==> config.mk <==
export PLATFORM = sky130hd
export DESIGN_NAME = axi_slave_demux_w
export DESIGN_NICKNAME = d
export VERILOG_FILES = /design/src/rtl/axi_slave_demux_w.sv
export SDC_FILE = /design/constraint.sdc
export NUM_CORES = 1
export LEC_CHECK = 0
export ABC_AREA = 0
export BUFFER_PORTS_ARGS = -buffer_cell sky130_fd_sc_hd__clkbuf_2
export CAP_MARGIN = 20
export CORE_AREA = 3 3 156 158
export CTS_BUF_LIST = sky130_fd_sc_hd__clkbuf_4
export CTS_CLUSTER_DIAMETER = 40
export CTS_CLUSTER_SIZE = 8
export DETAILED_ROUTE_END_ITERATION = 16
export DIE_AREA = 0 0 159 161
export SETUP_SLACK_MARGIN = 0.2
export SKIP_CTS_REPAIR_TIMING = 1
export SYNTH_ARGS = -nofsm -noshare
export SYNTH_HDL_FRONTEND = slang
export SYNTH_SLANG_ARGS = --single-unit
export TNS_END_PERCENT = 100
==> constraint.sdc <==
create_clock -name clk_i -period 3.36 [get_ports clk_i]
set_input_delay 0.672 -clock clk_i [delete_from_list [all_inputs] [get_ports clk_i]]
set_output_delay 0.672 -clock clk_i [all_outputs]
set_load 0.01 [all_outputs]
==> src/rtl/axi_slave_demux_w.sv <==
// AXI write router: one master port to slaves s0/s1/s3; unmapped addresses answered with DECERR.
// Latency: AW forwarded one cycle after accept; W and B are combinational pass-through.
// Backpressure: one transaction in flight; awready stays low until the cycle after the B handshake.
`ifndef DATA_WIDTH
`define DATA_WIDTH 32
`endif

module axi_slave_demux_w #(
   parameter int                ADDR_W      = 32,
   parameter logic [ADDR_W-1:0] REGION_MASK = 32'hF000_0000,
   parameter logic [ADDR_W-1:0] S0_BASE     = 32'h0000_0000,
   parameter logic [ADDR_W-1:0] S1_BASE     = 32'h1000_0000,
   parameter logic [ADDR_W-1:0] S3_BASE     = 32'h3000_0000
) (
   input  logic                      clk_i,
   input  logic                      rst_ni,
   // master side
   input  logic [7:0]                awid,
   input  logic [ADDR_W-1:0]         awaddr,
   input  logic [7:0]                awlen,
   input  logic                      awvalid,
   output logic                      awready,
   input  logic [`DATA_WIDTH-1:0]    wdata,
   input  logic [`DATA_WIDTH/8-1:0]  wstrb,
   input  logic                      wlast,
   input  logic                      wvalid,
   output logic                      wready,
   output logic [7:0]                bid,
   output logic [1:0]                bresp,
   output logic                      bvalid,
   input  logic                      bready,
   // slave 0
   output logic [7:0]                s0_AWID,
   output logic [ADDR_W-1:0]         s0_AWADDR,
   output logic [7:0]                s0_AWLEN,
   output logic                      s0_AWVALID,
   input  logic                      s0_AWREADY,
   output logic [`DATA_WIDTH-1:0]    s0_WDATA,
   output logic [`DATA_WIDTH/8-1:0]  s0_WSTRB,
   output logic                      s0_WLAST,
   output logic                      s0_WVALID,
   input  logic                      s0_WREADY,
   input  logic [7:0]                s0_BID,
   input  logic [1:0]                s0_BRESP,
   input  logic                      s0_BVALID,
   output logic                      s0_BREADY,
   // slave 1
   output logic [7:0]                s1_AWID,
   output logic [ADDR_W-1:0]         s1_AWADDR,
   output logic [7:0]                s1_AWLEN,
   output logic                      s1_AWVALID,
   input  logic                      s1_AWREADY,
   output logic [`DATA_WIDTH-1:0]    s1_WDATA,
   output logic [`DATA_WIDTH/8-1:0]  s1_WSTRB,
   output logic                      s1_WLAST,
   output logic                      s1_WVALID,
   input  logic                      s1_WREADY,
   input  logic [7:0]                s1_BID,
   input  logic [1:0]                s1_BRESP,
   input  logic                      s1_BVALID,
   output logic                      s1_BREADY,
   // slave 3
   output logic [7:0]                s3_AWID,
   output logic [ADDR_W-1:0]         s3_AWADDR,
   output logic [7:0]                s3_AWLEN,
   output logic                      s3_AWVALID,
   input  logic                      s3_AWREADY,
   output logic [`DATA_WIDTH-1:0]    s3_WDATA,
   output logic [`DATA_WIDTH/8-1:0]  s3_WSTRB,
   output logic                      s3_WLAST,
   output logic                      s3_WVALID,
   input  logic                      s3_WREADY,
   input  logic [7:0]                s3_BID,
   input  logic [1:0]                s3_BRESP,
   input  logic                      s3_BVALID,
   output logic                      s3_BREADY
);

   typedef enum logic [2:0] {ST_IDLE, ST_AW, ST_W, ST_B, ST_W_ERR, ST_B_ERR} state_t;

   localparam logic [1:0] SEL_S0 = 2'd0;
   localparam logic [1:0] SEL_S1 = 2'd1;
   localparam logic [1:0] SEL_S3 = 2'd3;

   state_t              state_q, state_d;
   logic [1:0]          sel_q, sel_d;
   logic [7:0]          id_q, id_d;
   logic [ADDR_W-1:0]   addr_q, addr_d;
   logic [7:0]          len_q, len_d;
   logic [7:0]          cnt_q, cnt_d;

   logic                awready_c;
   logic                aw_vld, w_vld, b_rdy;
   logic                sel_awready, sel_wready, sel_bvalid;
   logic [7:0]          sel_bid;
   logic [1:0]          sel_bresp;
   logic                last_beat;

   // Master wlast is deliberately ignored; beat count comes from the latched awlen.
   logic unused_wlast;
   assign unused_wlast = wlast;

   assign last_beat = (cnt_q == len_q);

   always_comb begin
      sel_awready = s3_AWREADY;
      sel_wready  = s3_WREADY;
      sel_bvalid  = s3_BVALID;
      sel_bid     = s3_BID;
      sel_bresp   = s3_BRESP;
      case (sel_q)
         SEL_S0: begin
            sel_awready = s0_AWREADY;
            sel_wready  = s0_WREADY;
            sel_bvalid  = s0_BVALID;
            sel_bid     = s0_BID;
            sel_bresp   = s0_BRESP;
         end
         SEL_S1: begin
            sel_awready = s1_AWREADY;
            sel_wready  = s1_WREADY;
            sel_bvalid  = s1_BVALID;
            sel_bid     = s1_BID;
            sel_bresp   = s1_BRESP;
         end
         default: ;
      endcase
   end

   always_comb begin
      state_d   = state_q;
      sel_d     = sel_q;
      id_d      = id_q;
      addr_d    = addr_q;
      len_d     = len_q;
      cnt_d     = cnt_q;
      awready_c = 1'b0;
      wready    = 1'b0;
      bvalid    = 1'b0;
      bid       = 8'd0;
      bresp     = 2'b00;
      aw_vld    = 1'b0;
      w_vld     = 1'b0;
      b_rdy     = 1'b0;
      case (state_q)
         ST_IDLE: begin
            awready_c = 1'b1;
            if (awvalid) begin
               id_d   = awid;
               addr_d = awaddr;
               len_d  = awlen;
               cnt_d  = 8'd0;
               if ((awaddr & REGION_MASK) == S0_BASE) begin
                  sel_d   = SEL_S0;
                  state_d = ST_AW;
               end else if ((awaddr & REGION_MASK) == S1_BASE) begin
                  sel_d   = SEL_S1;
                  state_d = ST_AW;
               end else if ((awaddr & REGION_MASK) == S3_BASE) begin
                  sel_d   = SEL_S3;
                  state_d = ST_AW;
               end else begin
                  state_d = ST_W_ERR;
               end
            end
         end
         ST_AW: begin
            aw_vld = 1'b1;
            if (sel_awready) state_d = ST_W;
         end
         ST_W: begin
            w_vld  = wvalid;
            wready = sel_wready;
            if (wvalid && sel_wready) begin
               cnt_d = cnt_q + 8'd1;
               if (last_beat) state_d = ST_B;
            end
         end
         ST_B: begin
            bvalid = sel_bvalid;
            bid    = sel_bid;
            bresp  = sel_bresp;
            b_rdy  = bready;
            if (sel_bvalid && bready) state_d = ST_IDLE;
         end
         ST_W_ERR: begin
            wready = 1'b1;
            if (wvalid) begin
               cnt_d = cnt_q + 8'd1;
               if (last_beat) state_d = ST_B_ERR;
            end
         end
         ST_B_ERR: begin
            bvalid = 1'b1;
            bid    = id_q;
            bresp  = 2'b11;
            if (bready) state_d = ST_IDLE;
         end
         default: state_d = ST_IDLE;
      endcase
   end

   always_ff @(posedge clk_i or negedge rst_ni) begin
      if (!rst_ni) begin
         state_q <= ST_IDLE;
         sel_q   <= SEL_S0;
         id_q    <= 8'd0;
         addr_q  <= '0;
         len_q   <= 8'd0;
         cnt_q   <= 8'd0;
      end else begin
         state_q <= state_d;
         sel_q   <= sel_d;
         id_q    <= id_d;
         addr_q  <= addr_d;
         len_q   <= len_d;
         cnt_q   <= cnt_d;
      end
   end

   // IDLE is the reset state, so only awready needs gating to stay low during reset.
   assign awready = awready_c & rst_ni;

   assign s0_AWID    = id_q;
   assign s0_AWADDR  = addr_q;
   assign s0_AWLEN   = len_q;
   assign s0_AWVALID = aw_vld && (sel_q == SEL_S0);
   assign s0_WDATA   = wdata;
   assign s0_WSTRB   = wstrb;
   assign s0_WLAST   = last_beat;
   assign s0_WVALID  = w_vld && (sel_q == SEL_S0);
   assign s0_BREADY  = b_rdy && (sel_q == SEL_S0);

   assign s1_AWID    = id_q;
   assign s1_AWADDR  = addr_q;
   assign s1_AWLEN   = len_q;
   assign s1_AWVALID = aw_vld && (sel_q == SEL_S1);
   assign s1_WDATA   = wdata;
   assign s1_WSTRB   = wstrb;
   assign s1_WLAST   = last_beat;
   assign s1_WVALID  = w_vld && (sel_q == SEL_S1);
   assign s1_BREADY  = b_rdy && (sel_q == SEL_S1);

   assign s3_AWID    = id_q;
   assign s3_AWADDR  = addr_q;
   assign s3_AWLEN   = len_q;
   assign s3_AWVALID = aw_vld && (sel_q == SEL_S3);
   assign s3_WDATA   = wdata;
   assign s3_WSTRB   = wstrb;
   assign s3_WLAST   = last_beat;
   assign s3_WVALID  = w_vld && (sel_q == SEL_S3);
   assign s3_BREADY  = b_rdy && (sel_q == SEL_S3);

endmodule
==> flow_metrics.tcl, run 1 <==
set metrics [dict create \
    status "completed" \
    seq_area_frac_synth 0.326 \
    drv_slew 0 \
    multiInputGateArea_mm2 0.00153 \
    ys_types 46 \
    area_growth_pct 6.07 \
    fillers 2590 \
    numClockSinks 61 \
    path_delay_family "flip-flops" \
    avgRoutedWirePerCell_um 14.5 \
    drc 0 \
    hold_viol 0 \
    power_w 0.00464 \
    grt_max_degree 62 \
    fin_nets 677 \
    synthCells 490 \
    grt_pass1_wl_mm 18.6 \
    holdWs_ps 421 \
    drtIter0Drc 66 \
    critical_path.cell_chain "nand3b_1, o21ai_0, clkbuf_2" \
    setup_viol 0 \
    worstPathArrival_ps 2220 \
    cts_buffer_depth 2 \
    register_area_mm2 0.00153 \
    crit_slowest_cell "dfrtp_1" \
    fmax_mhz 345 \
    crit_path_start_kind "flip-flop" \
    rsz0062_at_grt "no" \
    worst_setup_path_end_kind "output port" \
    ios 406 \
    die_y_um 161 \
    yosysWarnings 0 \
    syn_avg_cell_area_um2 9.56 \
    leakage_nw 2.47 \
    port_buffers 260 \
    power.internal_w 0.00250 \
    path_buf_inv 1 \
    synthTopCellsByCount "buf_4 (206), dfrtp_1 (61), mux2_2 (47), nor2_1 (29), nand2_1 (21)" \
    period_needed_ps 2890 \
    vias_per_cell 3.79 \
    power_density_mw_per_mm2 934 \
    grt_pass1_vias 3150 \
    routed_wl_mm 12.7 \
    syn-cell-area_mm2 0.00468 \
    firstDrtPassIters 4 \
    drv_cap 0 \
    synth_most_common_cell "buf_4" \
    slowest_delay_ps 580 \
    gp_congestion 0.802 \
    synth_largest_area_cell "buf_4" \
    fp.dieW_um 159 \
    drtAntennaViolNets 0 \
    htreeDepth 3 \
    ys.flop_type "dfrtp_1" \
    relSlewSlack 0.412 \
    overflow 0 \
    p_sw_frac 0.461 \
    cts_tree "built" \
    grt_util_all_layers 0.0952 \
    std_cell_rows 56 \
    syn_nets 620 \
    postLayoutCoreUtil 0.213 \
    power_frac_clock 0.126 \
    seqPwrFrac 0.333 \
    cts_buffers 9 \
    ir_worst_vdd_v 0.000305 \
    clk_pin_slew_ps 150 \
    synth_area_leaders "buf_4 (33%), dfrtp_1 (33%), mux2_2 (11%)" \
    core_area_mm2 0.0233 \
    worstSetupPathType "flip-flop to output port" \
    fin_skew_ps 28.3 \
    crit_fanout 15 \
    antenna_found_initial 0 \
    clk_latency_ps 440 \
    async_flop_share 1.00 \
    hp-class "input pin to asynchronous set/reset pin" \
    worst_pin_slew_ps 881 \
    cts_root_buf "clkbuf_4" \
    dr_total_vias 3297 \
    initial_core_util 0.201 \
    combinationalPowerShare 0.541 \
    die_area_mm2 0.0256 \
    finalCritPeriodShare 0.862 \
    synth_edf_count 0 \
    synth-seq-cells 61 \
    diodes 0 \
    p_sw_w 0.00214 \
    layout-drive-gt1-share 0.609 \
    cp_data_required_time_ps 2690 \
    place_hpwl_mm 10.0 \
    yosysTopAreaCellShare 0.330 \
    setup_tns_ps 0 \
]
==> power groups by stage <==
stage | Clock, W | Sequential, W | Combinational (W)
after floorplan | 0 | 0.00156 | 0.00222
final | 0.000584 | 0.00154 | 0.00251
after CTS | 0.000645 | 0.00157 | 0.00256
after global placement | 0 | 0.00156 | 0.00254
after global routing | 0.000669 | 0.00164 | 0.00271
after detailed placement | 0 | 0.00159 | 0.00255
==> worst register-to-register path: cells and delay by family, from the launching register on <==
kind	cells	cell delay, ps
flip-flops	1	530
AND/OR/NAND/NOR	2	610
buffers and inverters	1	450
multiplexers	1	420
==> sequential cells by signal, summed over array words and instances, names as in the netlist <==
signal,count
cnt_q,8
s0_AWADDR,32
s0_AWID,8
s0_AWLEN,8
sel_q,2
state_q,3
==> area by class of cell <==
| type | instances | share of cell area |
|---|---|---|
| clock buffers | 10 | 0.0151 |
| clock inverters | 6 | 0.0146 |
| inverters | 4 | 0.00302 |
| multi-input cells | 205 | 0.308 |
| flip-flops and latches | 61 | 0.307 |
| well taps | 319 | 0.0804 |
| repair buffers | 266 | 0.272 |
==> placed cells by master (no fill, tap or decap), drive strengths merged, types with 5 or more instances in the layout <==
master and count:
nand2 21, buf 7, inv 5, a21oi 15, mux2 50, clkbuf 269
nor2 30, xnor2 8, mux2i 13, o21ai 19, dfrtp 61
==> routing by layer <==
layer	share of wire	GRT usage
met5	0	0
met1	0.35	0.0946
met2	0.52	0.177
met3	0.096	0.0354
met4	0.030	0.0434
==> cell families after synthesis <==
group / after synthesis / synth area share
buffers and inverters: 224 / 0.347
AOI/OAI and AO/OA: 50 / 0.0673
adders and majority gates: 1 / 0.00267
muxes: 63 / 0.148
xor gates and xnor gates: 12 / 0.0224
DFF: 61 / 0.326
and+or+nand+nor: 79 / 0.0861
==> metrics by stage <==
step,setup slack [ps],area (um^2),cells
finish,465,4970,871
global route,302,4970,871
CTS,403,4970,871
detailed placement,971,4820,855
global placement,989,4820,855
floorplan,1310,4680,490
==> worst paths after layout <==
check                                                  to  cells past startpoint  slack, ps                 startpoint
worst max-delay path                               bid[3]                      3        470     state_q[2]$_DFFE_PN0P_
worst min register to register  s0_AWADDR[11]$_DFFE_PN0P_                      1        550  s0_AWADDR[11]$_DFFE_PN0P_
worst max register to register  s0_AWADDR[21]$_DFFE_PN0P_                      4       1230     state_q[1]$_DFFE_PN0P_
min in group clk_i              s0_AWADDR[27]$_DFFE_PN0P_                      2        450                 awaddr[27]
max in group asynchronous       s0_AWADDR[19]$_DFFE_PN0P_                      2       2340                     rst_ni
worst min-delay path               state_q[1]$_DFFE_PN0P_                      2        420                     rst_ni
Note: power is estimated with default switching activity, not from simulation.
==> inputs of run 2 (changes only) <==
CORE_AREA = 3 3 158 160   (was 3 3 156 158)
DIE_AREA = 0 0 161 163   (was 0 0 159 161)
==> run 2 against run 1 <==
Compared with the run above: register-to-register slack got worse by 60 ps; power shrank 1.9%; largest power group unchanged; via count is 1.5% higher; final cell count rose by 0.11%; largest cell class unchanged; final area is 0.53% lower; non-clock buffer count grew 1; clock power decreased by 18%; combinational power about the same.
==> flow_metrics.tcl, run 2 (synthesis results as in run 1) <==
set metrics [dict create \
    status "completed" \
    power.internal_w 0.00242 \
    combinationalPowerShare 0.550 \
    cts_buffer_depth 2 \
    power_w 0.00455 \
    setup_viol 0 \
    cts_root_buf "clkbuf_4" \
    hold_viol 0 \
    area_growth_pct 5.51 \
    final_cells 872 \
    leakage_nw 2.46 \
    layout-drive-gt1-share 0.609 \
    setup_tns_ps 0 \
    layout_common_cells "clkbuf_2 (259), dfrtp_1 (61), mux2_2 (47), nor2_1 (29), nand2_1 (21)" \
    dr_total_vias 3347 \
    place_hpwl_mm 10.3 \
    initial_core_util 0.199 \
    drv_slew 0 \
    gp_congestion 0.739 \
    std_cell_rows 56 \
    clk_latency_ps 430 \
    dp.cells 856 \
    antenna_found_initial 0 \
    fp.dieW_um 161 \
    htreeDepth 3 \
    crit_fanout 13 \
    core_area_mm2 0.0235 \
    drtAntennaViolNets 0 \
    slowest_delay_ps 650 \
    mostFrequentLayoutCell "clkbuf_2" \
    fin_nets 678 \
    ir_worst_vdd_v 0.000288 \
    fmax_mhz 353 \
    fin_skew_ps 16.8 \
    die_area_mm2 0.0262 \
    relSlewSlack 0.631 \
    drtIter0Drc 86 \
    seqPwrFrac 0.344 \
    worst_pin_slew_ps 553 \
    routed_wl_mm 12.7 \
    power_density_mw_per_mm2 920 \
    rsz0062_at_grt "no" \
    die_y_um 163 \
    drv_cap 0 \
    diodes 0 \
    worstPathArrival_ps 2160 \
    p_sw_w 0.00213 \
    cts_buffers 9 \
    holdWs_ps 261 \
    avgRoutedWirePerCell_um 14.6 \
    cp-startpoint "sel_q[0]$_DFFE_PN0P_" \
    hp-class "input pin to asynchronous set/reset pin" \
    largest_reg_flops 32 \
    crit_slowest_cell "dfrtp_1" \
    postLayoutCoreUtil 0.210 \
    cts_tree "built" \
    numClockSinks 61 \
    overflow 0 \
    drc 0 \
    port_buffers 260 \
    firstDrtPassIters 4 \
    grt_util_all_layers 0.0926 \
    power_frac_clock 0.106 \
    ios 406 \
    grt_max_degree 40 \
    period_needed_ps 2830 \
    crit_path_start_kind "flip-flop" \
    grt_pass1_vias 3153 \
    p_sw_frac 0.468 \
    critical_path.cell_chain "buf_4, mux2i_1, nor2_1, a21oi_1, o21ai_0, clkbuf_2" \
    crit-reg2reg-launch "state_q[1]$_DFFE_PN0P_" \
    worstSetupPathType "flip-flop to output port" \
    finalCritPeriodShare 0.842 \
    vias_per_cell 3.84 \
    clk_pin_slew_ps 140 \
    cp_data_required_time_ps 2690 \
    grt_pass1_wl_mm 18.1 \
    worst_setup_path_end_kind "output port" \
]
[run 2: cell types whose count changed in the layout (fill, tap and decap cells not counted), sizes merged]
cell / delta
bufinv: -1
buf: +1
clkinvlp: +1
[run 2: power by group through the flow]
stage / Sequential, W / Clock [W] / Combinational, W
2_1_floorplan: 0.00156 / 0 / 0.00222
3_3_place_gp: 0.00159 / 0 / 0.00253
3_5_place_dp: 0.00161 / 0 / 0.00255
4_1_cts: 0.00159 / 0.000531 / 0.00255
5_1_grt: 0.00165 / 0.000563 / 0.00272
6_report: 0.00156 / 0.000480 / 0.00250
[run 2: layout make-up]
| class | count | area [um^2] |
|---|---|---|
| clock buffers | 10 | 75.1 |
| clock inverters | 6 | 38.8 |
| fillers | 2614 | 18600 |
| inverters | 4 | 15.0 |
| multi-input cells | 205 | 1530 |
| flip-flops and latches | 61 | 1530 |
| well taps | 319 | 399 |
| repair buffers | 267 | 1360 |
[run 2: critical path: cells and delay by family (launching register included)]
kind,cells,cell delay (ps)
flops,1,650
buf+inv,2,450
mux,1,350
compound gates,2,200
simple gates,1,70
[run 2: path summary, 6_finish.rpt]
kind | slack (ps) | end | cells past startpoint
worst max-delay path | 530 | bid[4] | 6
worst min-delay path | 260 | s0_AWADDR[17]$_DFFE_PN0P_ | 2
worst max register to register | 1170 | s0_AWADDR[25]$_DFFE_PN0P_ | 4
worst min register to register | 560 | s0_AWADDR[11]$_DFFE_PN0P_ | 1
max in group asynchronous | 2270 | s0_AWID[6]$_DFFE_PN0P_ | 3
min in group clk_i | 450 | s0_AWADDR[0]$_DFFE_PN0P_ | 2
[run 2: per-layer routing]
layer,vias to the layer above,part of all wire,global-route usage
met5,-,0,0
met2,260,0.53,0.177
li1,1545,-,-
met3,28,0.089,0.0290
met4,0,0.026,0.0383
met1,1514,0.35,0.0923
[run 2: stage by stage]
stage,worst slack [ps],cell area (um^2)
final,530,4940
after detailed placement,1000,4830
after floorplan,1310,4680
after global placement,993,4830
after CTS,440,4940
after global routing,311,4940
